===== src/rtl/score_scan.sv =====
// Binary-to-BCD score display: sequential double-dabble converter feeding a
// four-digit multiplexed scan. Optional macro LEADING_ZERO_BLANK_EN blanks leading zeros.
module score_scan #(
    parameter int unsigned REFRESH_DIV = 100000
) (
    input  logic        clk,
    input  logic        rst_n,
    input  logic [13:0] score,
    input  logic        load,
    output logic        busy,
    output logic [7:0]  digit,
    output logic [3:0]  an
);
    // state | meaning
    // IDLE  | display stable, waiting for a load strobe
    // CONV  | 14 double-dabble steps in flight, load ignored
    typedef enum logic {IDLE, CONV} state_t;

    localparam int CW = (REFRESH_DIV > 1) ? $clog2(REFRESH_DIV) : 1;

    state_t         state_q, state_d;
    logic [3:0]     step_q, step_d;
    logic [13:0]    bin_q, bin_d;
    logic [15:0]    bcd_q, bcd_d;
    logic [15:0]    disp_q, disp_d;
    logic [CW-1:0]  ref_q, ref_d;
    logic [1:0]     sel_q, sel_d;
    logic [3:0]     an_q, an_d;
    logic [7:0]     digit_q, digit_d;
    logic [15:0]    adj;
    logic [15:0]    shifted;
    logic [1:0]     msd;

    always_ff @(posedge clk) begin
        if (!rst_n) begin
            state_q <= IDLE;
            step_q  <= 4'd0;
            bin_q   <= 14'd0;
            bcd_q   <= 16'd0;
            disp_q  <= 16'd0;
            ref_q   <= '0;
            sel_q   <= 2'd0;
            an_q    <= 4'b1110;
            digit_q <= 8'h00;
        end else begin
            state_q <= state_d;
            step_q  <= step_d;
            bin_q   <= bin_d;
            bcd_q   <= bcd_d;
            disp_q  <= disp_d;
            ref_q   <= ref_d;
            sel_q   <= sel_d;
            an_q    <= an_d;
            digit_q <= digit_d;
        end
    end

    always_comb begin
        for (int k = 0; k < 4; k++) begin
            adj[k*4 +: 4] = (bcd_q[k*4 +: 4] >= 4'd5) ? bcd_q[k*4 +: 4] + 4'd3
                                                       : bcd_q[k*4 +: 4];
        end
        shifted = {adj[14:0], bin_q[13]};
    end

    always_comb begin
        state_d = state_q;
        step_d  = step_q;
        bin_d   = bin_q;
        bcd_d   = bcd_q;
        disp_d  = disp_q;
        case (state_q)
            IDLE: begin
                if (load) begin
                    bin_d   = (score > 14'd9999) ? 14'd9999 : score;
                    bcd_d   = 16'd0;
                    step_d  = 4'd0;
                    state_d = CONV;
                end
            end
            CONV: begin
                bcd_d  = shifted;
                bin_d  = {bin_q[12:0], 1'b0};
                step_d = step_q + 4'd1;
                // final step lands directly in the display so it never sees a partial value
                if (step_q == 4'd13) begin
                    disp_d  = shifted;
                    state_d = IDLE;
                end
            end
            default: state_d = IDLE;
        endcase
    end

    always_comb begin
        if (disp_d[15:12] != 4'd0)     msd = 2'd3;
        else if (disp_d[11:8] != 4'd0) msd = 2'd2;
        else if (disp_d[7:4] != 4'd0)  msd = 2'd1;
        else                           msd = 2'd0;
    end

    // an/digit are computed from next-cycle select and display so they move together with them
    always_comb begin
        if (ref_q == CW'(REFRESH_DIV - 1)) begin
            ref_d = '0;
            sel_d = sel_q + 2'd1;
        end else begin
            ref_d = ref_q + 1'b1;
            sel_d = sel_q;
        end
        an_d    = ~(4'b0001 << sel_d);
        digit_d = {4'b0000, disp_d[{sel_d, 2'b00} +: 4]};
`ifdef LEADING_ZERO_BLANK_EN
        if (sel_d > msd) an_d = 4'b1111;
`endif
    end

    assign busy  = (state_q == CONV);
    assign an    = an_q;
    assign digit = digit_q;

endmodule

===== config.mk =====
export PLATFORM = sky130hd
export DESIGN_NAME = score_scan
export DESIGN_NICKNAME = d
export VERILOG_FILES = /design/src/rtl/score_scan.sv
export SDC_FILE = /design/constraint.sdc
export NUM_CORES = 1
export LEC_CHECK = 0
export CORE_ASPECT_RATIO = 1.2
export CORE_MARGIN = 3
export CORE_UTILIZATION = 52
export DETAILED_ROUTE_END_ITERATION = 16
export PLACE_DENSITY = 0.83
export SLEW_MARGIN = 20
export SYNTH_ARGS = -nofsm -noshare
export SYNTH_HDL_FRONTEND = slang
export SYNTH_SLANG_ARGS = --single-unit

===== constraint.sdc =====
create_clock -name clk -period 1.9 [get_ports clk]
set_input_delay 0.285 -clock clk [delete_from_list [all_inputs] [get_ports clk]]
set_output_delay 0.285 -clock clk [all_outputs]
set_load 0.01 [all_outputs]

; ---- Word-level counts from Yosys, hierarchy flattened
; Index checks and enable logic that the tools add are counted.
[totals]
regBits = 82
latch_bits = 0
ram_bits = 0
mem_bits_ro = 0
inputBits = 17
output_inout_bits = 13
word_cells = 48
mem_count = 0
[classes]
n_addsub = 7
multipliers = 0
n_div = 0
magnitude_cmp = 5
n_eq_ne = 3
n_shift = 2
mux = 17
bitwise_logic = 3
n_reduce_logical = 1
[op_table]
columns = operator, count
row1 = $mux 16, 3
row2 = $pmux 16 s2, 1
row3 = $mux 14, 2
row4 = $pmux 14 s2, 1
row5 = $add 17x1->17 const B, 1
row6 = $eq 17x17->1 const B, 1
row7 = $ge 4x3->1 const B, 4
row8 = $mux 4, 4
row9 = $shiftx 16x5->4, 1
row10 = $gt 14x14->1 const B, 1
row11 = $add 4x2->4 const B, 3
row12 = $pmux 4 s2, 1
row13 = $add 4x1->4 const B, 1
row14 = $eq 4x4->1 const B, 1
row15 = $not 4->4, 1
row16 = $shl 1x2->4 const A, 1
row17 = $add 3x2->3 const B, 1
row18 = $mux 3, 1
row19 = $add 2x1->2 const B, 1
row20 = $mux 1, 2
row21 = $mux 2, 1
row22 = $ne 2x2->1 const B, 1
row23 = $not 1->1, 2
row24 = $pmux 1 s2, 1
row25 = $reduce_or 2->1, 1

; ---- Longest topological paths before layout
[logic_depth]
depth_word = 5
mapped_depth = 9
mapped_depth_nobuf = 8

; ---- Worst setup path after synthesis
; Ideal clock, no wire load.
[synth_timing]
path_type = register to register
startpoint = register bcd_q[4]
endpoint = register digit_q[2] (netlist: digit[2])
setup_time_ps = 120
arrival_time_ps = 1713
required_time_ps = 1780
setup_slack_ps = 67
path_stages_with_launch = 9
n_path_buf = 0
period_less_slack_ps = 1833
cell_sequence = dfxtp_1 > inv_1 > ha_1 > nand2b_1 > a21oi_2 > mux2i_1 > mux2_2 > o221a_2 > o31a_1
[synth_between]
elab_chain_cells = 5
elab_cells_between_ends = 6
classes_between = add/sub: 1 / order compare: 1 / shift: 1 / mux: 3
[synth_lines]
columns = item, line_no
row1 = start: declaration, 24  ; logic [15:0] bcd_q, bcd_d;
row2 = start signal: assignment, 39  ; bcd_q <= 16'd0;
row3 = start signal: assignment, 49  ; bcd_q <= bcd_d;
row4 = $add 4x2->4 or $ge 4x3->1 (tied branches), 60  ; adj[k*4 +: 4] = (bcd_q[k*4 +: 4] >= 4'd5) ? bcd_q[k*4 +: 4] + 4'd3
row5 = $mux 4 (*), 60
row6 = $mux 16 (*), 86  ; if (step_q == 4'd13) begin
row7 = $mux 16 (*), 72  ; case (state_q)
row8 = $shiftx 16x5->4 (*), 112  ; digit_d = {4'b0000, disp_d[{sel_d, 2'b00} +: 4]};
row9 = end signal: assignment, 54  ; digit_q <= digit_d;
row10 = end: declaration, 29  ; logic [7:0] digit_q, digit_d;
; Every way passes the cells marked *; elsewhere a longest branch is shown, timed or not.
; A chain may end at the register's enable or synchronous reset.

; ---- Worst setup path after layout
; Same ends and word-level chain as after synthesis.

==> impl_results.html <==
<table>
<tr><th>Metric</th><th>Value</th></tr>
<tr><th colspan="2">Routing</th></tr>
<tr><td>Vias per inst</td><td>5.72</td></tr>
<tr><td>DR DRC count</td><td>0</td></tr>
<tr><td>DR vias</td><td>3413</td></tr>
<tr><td>Violation count after the first detailed-route iteration</td><td>177</td></tr>
<tr><td>Final wirelength</td><td>8670 um</td></tr>
<tr><td>Number of nets with antenna violations after detailed routing</td><td>0</td></tr>
<tr><td>DR WL/cell</td><td>14.5 um</td></tr>
<tr><td>DR pass1 iterations</td><td>5</td></tr>
<tr><th colspan="2">Run status</th></tr>
<tr><td>Result of the run</td><td>finished, final reports clean</td></tr>
<tr><th colspan="2">Critical path</th></tr>
<tr><td>Endpoint of the most critical register-to-register path</td><td>digit[2]$_SDFF_PN0_</td></tr>
<tr><td>Endpoint class of the critical path</td><td>register</td></tr>
<tr><td>Setup slack, reg-to-reg</td><td>0.8 ps</td></tr>
<tr><td>Crit path arrival time</td><td>2140 ps</td></tr>
<tr><td>Reg2reg path depth</td><td>8</td></tr>
<tr><td>Type of origin of the critical path</td><td>register</td></tr>
<tr><td>Max Fanout on Critical Path</td><td>3</td></tr>
<tr><td>Critical Path RT</td><td>2140 ps</td></tr>
<tr><td>Worst r2r src</td><td>bcd_q[4]$_SDFFE_PN0P_</td></tr>
<tr><td>Crit path kind</td><td>reg -&gt; reg</td></tr>
<tr><th colspan="2">Yosys</th></tr>
<tr><td>Synthesized area</td><td>3850 um2</td></tr>
<tr><td>Top cell type's share of synthesized area</td><td>0.406</td></tr>
<tr><td>Synthesized area divided by synthesized cell count</td><td>8.46 um2</td></tr>
<tr><td>Most numerous cell in the Yosys netlist</td><td>sky130_fd_sc_hd__dfxtp_1</td></tr>
<tr><td>Main combinational cell family by area after synthesis</td><td>simple AND/OR/NAND/NOR gates</td></tr>
<tr><td>Number of warnings reported in the yosys synthesis log</td><td>0</td></tr>
<tr><td>Area fraction in compound gates after synthesis</td><td>0.180</td></tr>
<tr><td>Post-synthesis adder-cell area fraction</td><td>0.0358</td></tr>
<tr><td>Async set-or-reset flop fraction in the synthesized netlist</td><td>0</td></tr>
<tr><td>Number of synthesized flops with an enable pin</td><td>0</td></tr>
<tr><td>Dominant register cell in the synthesized netlist</td><td>sky130_fd_sc_hd__dfxtp_1</td></tr>
<tr><td>Simple-gate share of the synthesized area</td><td>0.259</td></tr>
<tr><td>Sequential fraction of the synthesis area</td><td>0.406</td></tr>
<tr><td>Cell variety after synth</td><td>49</td></tr>
<tr><td>Most common library cells after synthesis</td><td>sky130_fd_sc_hd__dfxtp_1, sky130_fd_sc_hd__nand2_1, sky130_fd_sc_hd__nor2_1</td></tr>
<tr><td>Fraction of synthesized area in multiplexers</td><td>0.0215</td></tr>
<tr><td>Top cell type by total area after synthesis</td><td>sky130_fd_sc_hd__dfxtp_1</td></tr>
<tr><td>Xor and xnor area share after synthesis</td><td>0.0478</td></tr>
<tr><td>Cells after synthesis</td><td>455</td></tr>
<tr><td>Area contributors post-synth</td><td>sky130_fd_sc_hd__dfxtp_1, sky130_fd_sc_hd__nand2_1, sky130_fd_sc_hd__nor2_1</td></tr>
<tr><td>Synthesis-stage register bit count</td><td>78</td></tr>
<tr><th colspan="2">STA</th></tr>
<tr><td>Shortest period the worst path allows</td><td>1900 ps</td></tr>
<tr><td>Min setup slack post-route</td><td>0.761 ps</td></tr>
<tr><td>Headroom to the max-slew limit</td><td>0.608</td></tr>
<tr><td>Final max-slew violation count</td><td>0</td></tr>
<tr><td>Actual transition at the worst max-transition pin</td><td>586 ps</td></tr>
<tr><td># setup viols final</td><td>0</td></tr>
<tr><td>F_max</td><td>527 MHz</td></tr>
<tr><td>Worst hold slack</td><td>437 ps</td></tr>
<tr><td>Setup repair after global routing missed its margin</td><td>true</td></tr>
<tr><td>Worst clock skew</td><td>13.6 ps</td></tr>
<tr><td>Final Hold Fails</td><td>0</td></tr>
<tr><td>Final worst path period share</td><td>1.00</td></tr>
<tr><th colspan="2">Cells and area</th></tr>
<tr><td>Antenna fix cells</td><td>0</td></tr>
<tr><td>Area taken by flip-flops and latches</td><td>1570 um2</td></tr>
<tr><td># nets final</td><td>533</td></tr>
<tr><td>Area added between synthesis and finish</td><td>22.6%</td></tr>
<tr><td>Fill cell instance count of the final layout</td><td>552</td></tr>
<tr><td>Footprint of the multi-input gates</td><td>2240 um2</td></tr>
<tr><td>Layout cell share with drive strength beyond 1</td><td>0.198</td></tr>
<tr><th colspan="2">Floorplanning</th></tr>
<tr><td>Starting density of the core</td><td>0.548</td></tr>
<tr><td>Overall die area</td><td>8470 um2</td></tr>
<tr><td>Total number of placement rows</td><td>33</td></tr>
<tr><td>Number of placed I/O pins</td><td>30</td></tr>
<tr><td>Die boundary height</td><td>100 um</td></tr>
<tr><td>Die width</td><td>84.5 um</td></tr>
<tr><td>Core area</td><td>7020 um2</td></tr>
<tr><th colspan="2">GRT</th></tr>
<tr><td>Met1 global-route usage</td><td>0.247</td></tr>
<tr><td>Layer carrying the most global-route usage</td><td>met2</td></tr>
<tr><td>Initial antenna violation count</td><td>0</td></tr>
<tr><td>Met2 Use GR</td><td>0.383</td></tr>
<tr><td>Pin count of the biggest net entering global routing</td><td>28</td></tr>
<tr><td>Leftover overflow at the end of global routing</td><td>0</td></tr>
<tr><td>Overall Global Routing Usage</td><td>0.211</td></tr>
<tr><td>Via count of the first global-routing pass</td><td>3267</td></tr>
<tr><td>First-pass GRT wire length</td><td>14800 um</td></tr>
<tr><td>Routing usage on met3</td><td>0.0476</td></tr>
<tr><th colspan="2">Clock network</th></tr>
<tr><td>Clock tree from TritonCTS</td><td>yes</td></tr>
<tr><td>CTS Buffer Depth</td><td>2</td></tr>
<tr><td>Number of H-tree levels</td><td>3</td></tr>
<tr><td>Count of hold buffers inserted by post-cts repair</td><td>0</td></tr>
<tr><td>Clock sinks</td><td>78</td></tr>
<tr><td>Clock transition time at the flip-flop clock pins of the worst setup and hold paths</td><td>90 ps</td></tr>
<tr><td>Clock latency at the later pin of the worst-skew pair</td><td>350 ps</td></tr>
<tr><td>Library cell used as clock root buffer</td><td>sky130_fd_sc_hd__clkbuf_8</td></tr>
<tr><td>Number of buffers inserted during clock tree synthesis</td><td>9</td></tr>
<tr><th colspan="2">Placed design</th></tr>
<tr><td>Weighted congestion at the end of routability-driven global placement</td><td>0.823</td></tr>
<tr><td>Number of buffers added on ports</td><td>25</td></tr>
<tr><td>Half-perimeter wire length after detailed placement</td><td>6190 um</td></tr>
<tr><td>Dpl ws</td><td>-147 ps</td></tr>
<tr><th colspan="2">Run</th></tr>
<tr><td>Max-capacitance violation count</td><td>0</td></tr>
<tr><th colspan="2">Pwr</th></tr>
<tr><td>Static power due to leakage</td><td>0.00179 uW</td></tr>
<tr><td>Power density relative to cell area</td><td>645 nW/um2</td></tr>
<tr><td>Maximum vdd drop</td><td>461 uV</td></tr>
<tr><th colspan="2">Worst hold path</th></tr>
<tr><td>Cell depth of the worst min-delay path</td><td>1</td></tr>
<tr><td>Worst-case hold path end point</td><td>ref_q[0]$_SDFF_PP0_</td></tr>
<tr><td>Hold crit path type</td><td>reg -&gt; reg</td></tr>
<tr><td>Worst hold start</td><td>ref_q[0]$_SDFF_PP0_</td></tr>
</table>
[critical path: stages, from the launching register on]
cell and delay, ps:
sky130_fd_sc_hd__dfxtp_2 340, sky130_fd_sc_hd__inv_1 90, sky130_fd_sc_hd__ha_2 220, sky130_fd_sc_hd__nand2b_4 70
sky130_fd_sc_hd__a21oi_4 160, sky130_fd_sc_hd__mux2i_1 100, sky130_fd_sc_hd__mux2_2 290, sky130_fd_sc_hd__o221a_2 270
sky130_fd_sc_hd__o31a_1 240
[worst max path at each step]
| stage | slack, ps | startpoint | end |
|---|---|---|---|
| CTS | 3 | bcd_q[5]$_SDFFE_PN0P_ | digit[2]$_SDFF_PN0_ |
| detailed placement | -150 | score[6] | bin_q[9]$_SDFFE_PN0P_ |
| finish | 0.8 | bcd_q[4]$_SDFFE_PN0P_ | digit[2]$_SDFF_PN0_ |
| global route | -70 | bcd_q[4]$_SDFFE_PN0P_ | digit[2]$_SDFF_PN0_ |
| global placement | -30 | score[6] | bin_q[0]$_SDFFE_PN0P_ |
| floorplan | 70 | bcd_q[4]$_SDFFE_PN0P_ | digit[2]$_SDFF_PN0_ |
[where the power goes]
| group | internal (uW) | switching [uW] | leakage (uW) |
|---|---|---|---|
| logic | 110 | 121 | 0.00107 |
| registers | 1670 | 22.8 | 0.000635 |
| clock network | 511 | 612 | 0.0000857 |
| total | 2290 | 755 | 0.00179 |
[placed cells by master (no fill, tap or decap), types with 4 or more instances in the layout]
master,instances
sky130_fd_sc_hd__clkdlybuf4s50_1,25
sky130_fd_sc_hd__o211a_1,4
sky130_fd_sc_hd__nor2b_1,13
sky130_fd_sc_hd__dfxtp_2,6
sky130_fd_sc_hd__dfxtp_1,72
sky130_fd_sc_hd__and2_1,18
sky130_fd_sc_hd__nor3b_1,6
sky130_fd_sc_hd__inv_1,10
sky130_fd_sc_hd__nor3_1,19
sky130_fd_sc_hd__a21boi_0,12
sky130_fd_sc_hd__o21ai_0,20
sky130_fd_sc_hd__xor2_1,11
sky130_fd_sc_hd__a221oi_1,4
sky130_fd_sc_hd__buf_4,40
sky130_fd_sc_hd__ha_1,8
sky130_fd_sc_hd__conb_1,4
sky130_fd_sc_hd__o21a_1,4
sky130_fd_sc_hd__a21oi_1,9
sky130_fd_sc_hd__mux2i_1,6
sky130_fd_sc_hd__nand4_1,4
sky130_fd_sc_hd__clkbuf_8,10
sky130_fd_sc_hd__nand2b_1,4
sky130_fd_sc_hd__o221ai_1,7
sky130_fd_sc_hd__nor2_1,42
sky130_fd_sc_hd__nand2_1,46
sky130_fd_sc_hd__nand3_1,16
sky130_fd_sc_hd__and3_1,9
sky130_fd_sc_hd__xnor2_1,9
[logic make-up (layout without fill, tap and decap cells)]
group,count (synthesis),count (layout)
flops,78,78
compound gates,98,98
simple gates,194,194
fa+ha+maj,11,11
buf+inv,44,96
xor+xnor,21,21
other cells,1,4
mux,8,8
[sequential cells by signal, summed over array words and instances (netlist names)]
register and count:
an 4, bcd_q 16, bin_q 14, busy 1, digit 4, disp_q 16, ref_q 17, sel_q 2
step_q 4
[cell type report]
cell class                      instances  area share
Clock buffer                           11      0.0300
Clock inverter                          5     0.00716
Inverter                               13      0.0103
Multi-Input combinational cell        336       0.475
Sequential cell                        78       0.333
Tap cell                               87      0.0231
Timing Repair Buffer                   67       0.122
[layer usage]
layer	wire length [um]	vias up
li1	-	1689
met1	3610	1609
met3	491	17
met5	0	-
met4	140	0
met2	4430	98
[through the flow]
| stage | TNS, ps | cells | area (um2) | power (uW) | utilization |
|---|---|---|---|---|---|
| after floorplan | 0 | 458 | 3860 | 1860 | - |
| after global placement | -185 | 574 | 4340 | 1940 | 0.618 |
| after detailed placement | -1840 | 574 | 4340 | 1950 | 0.618 |
| after CTS | 0 | 591 | 4560 | 3050 | 0.650 |
| after global routing | -95.7 | 597 | 4720 | 3170 | 0.672 |
| final | 0 | 597 | 4720 | 3040 | 0.672 |
[what timing repair did]
action,in CTS,in global routing
pin swaps,1,8
gates resized for setup,10,33
buffers inserted,1,6
cloned,0,0
endpoints found under the setup margin,3,9
(Power assumes the default switching activity.)
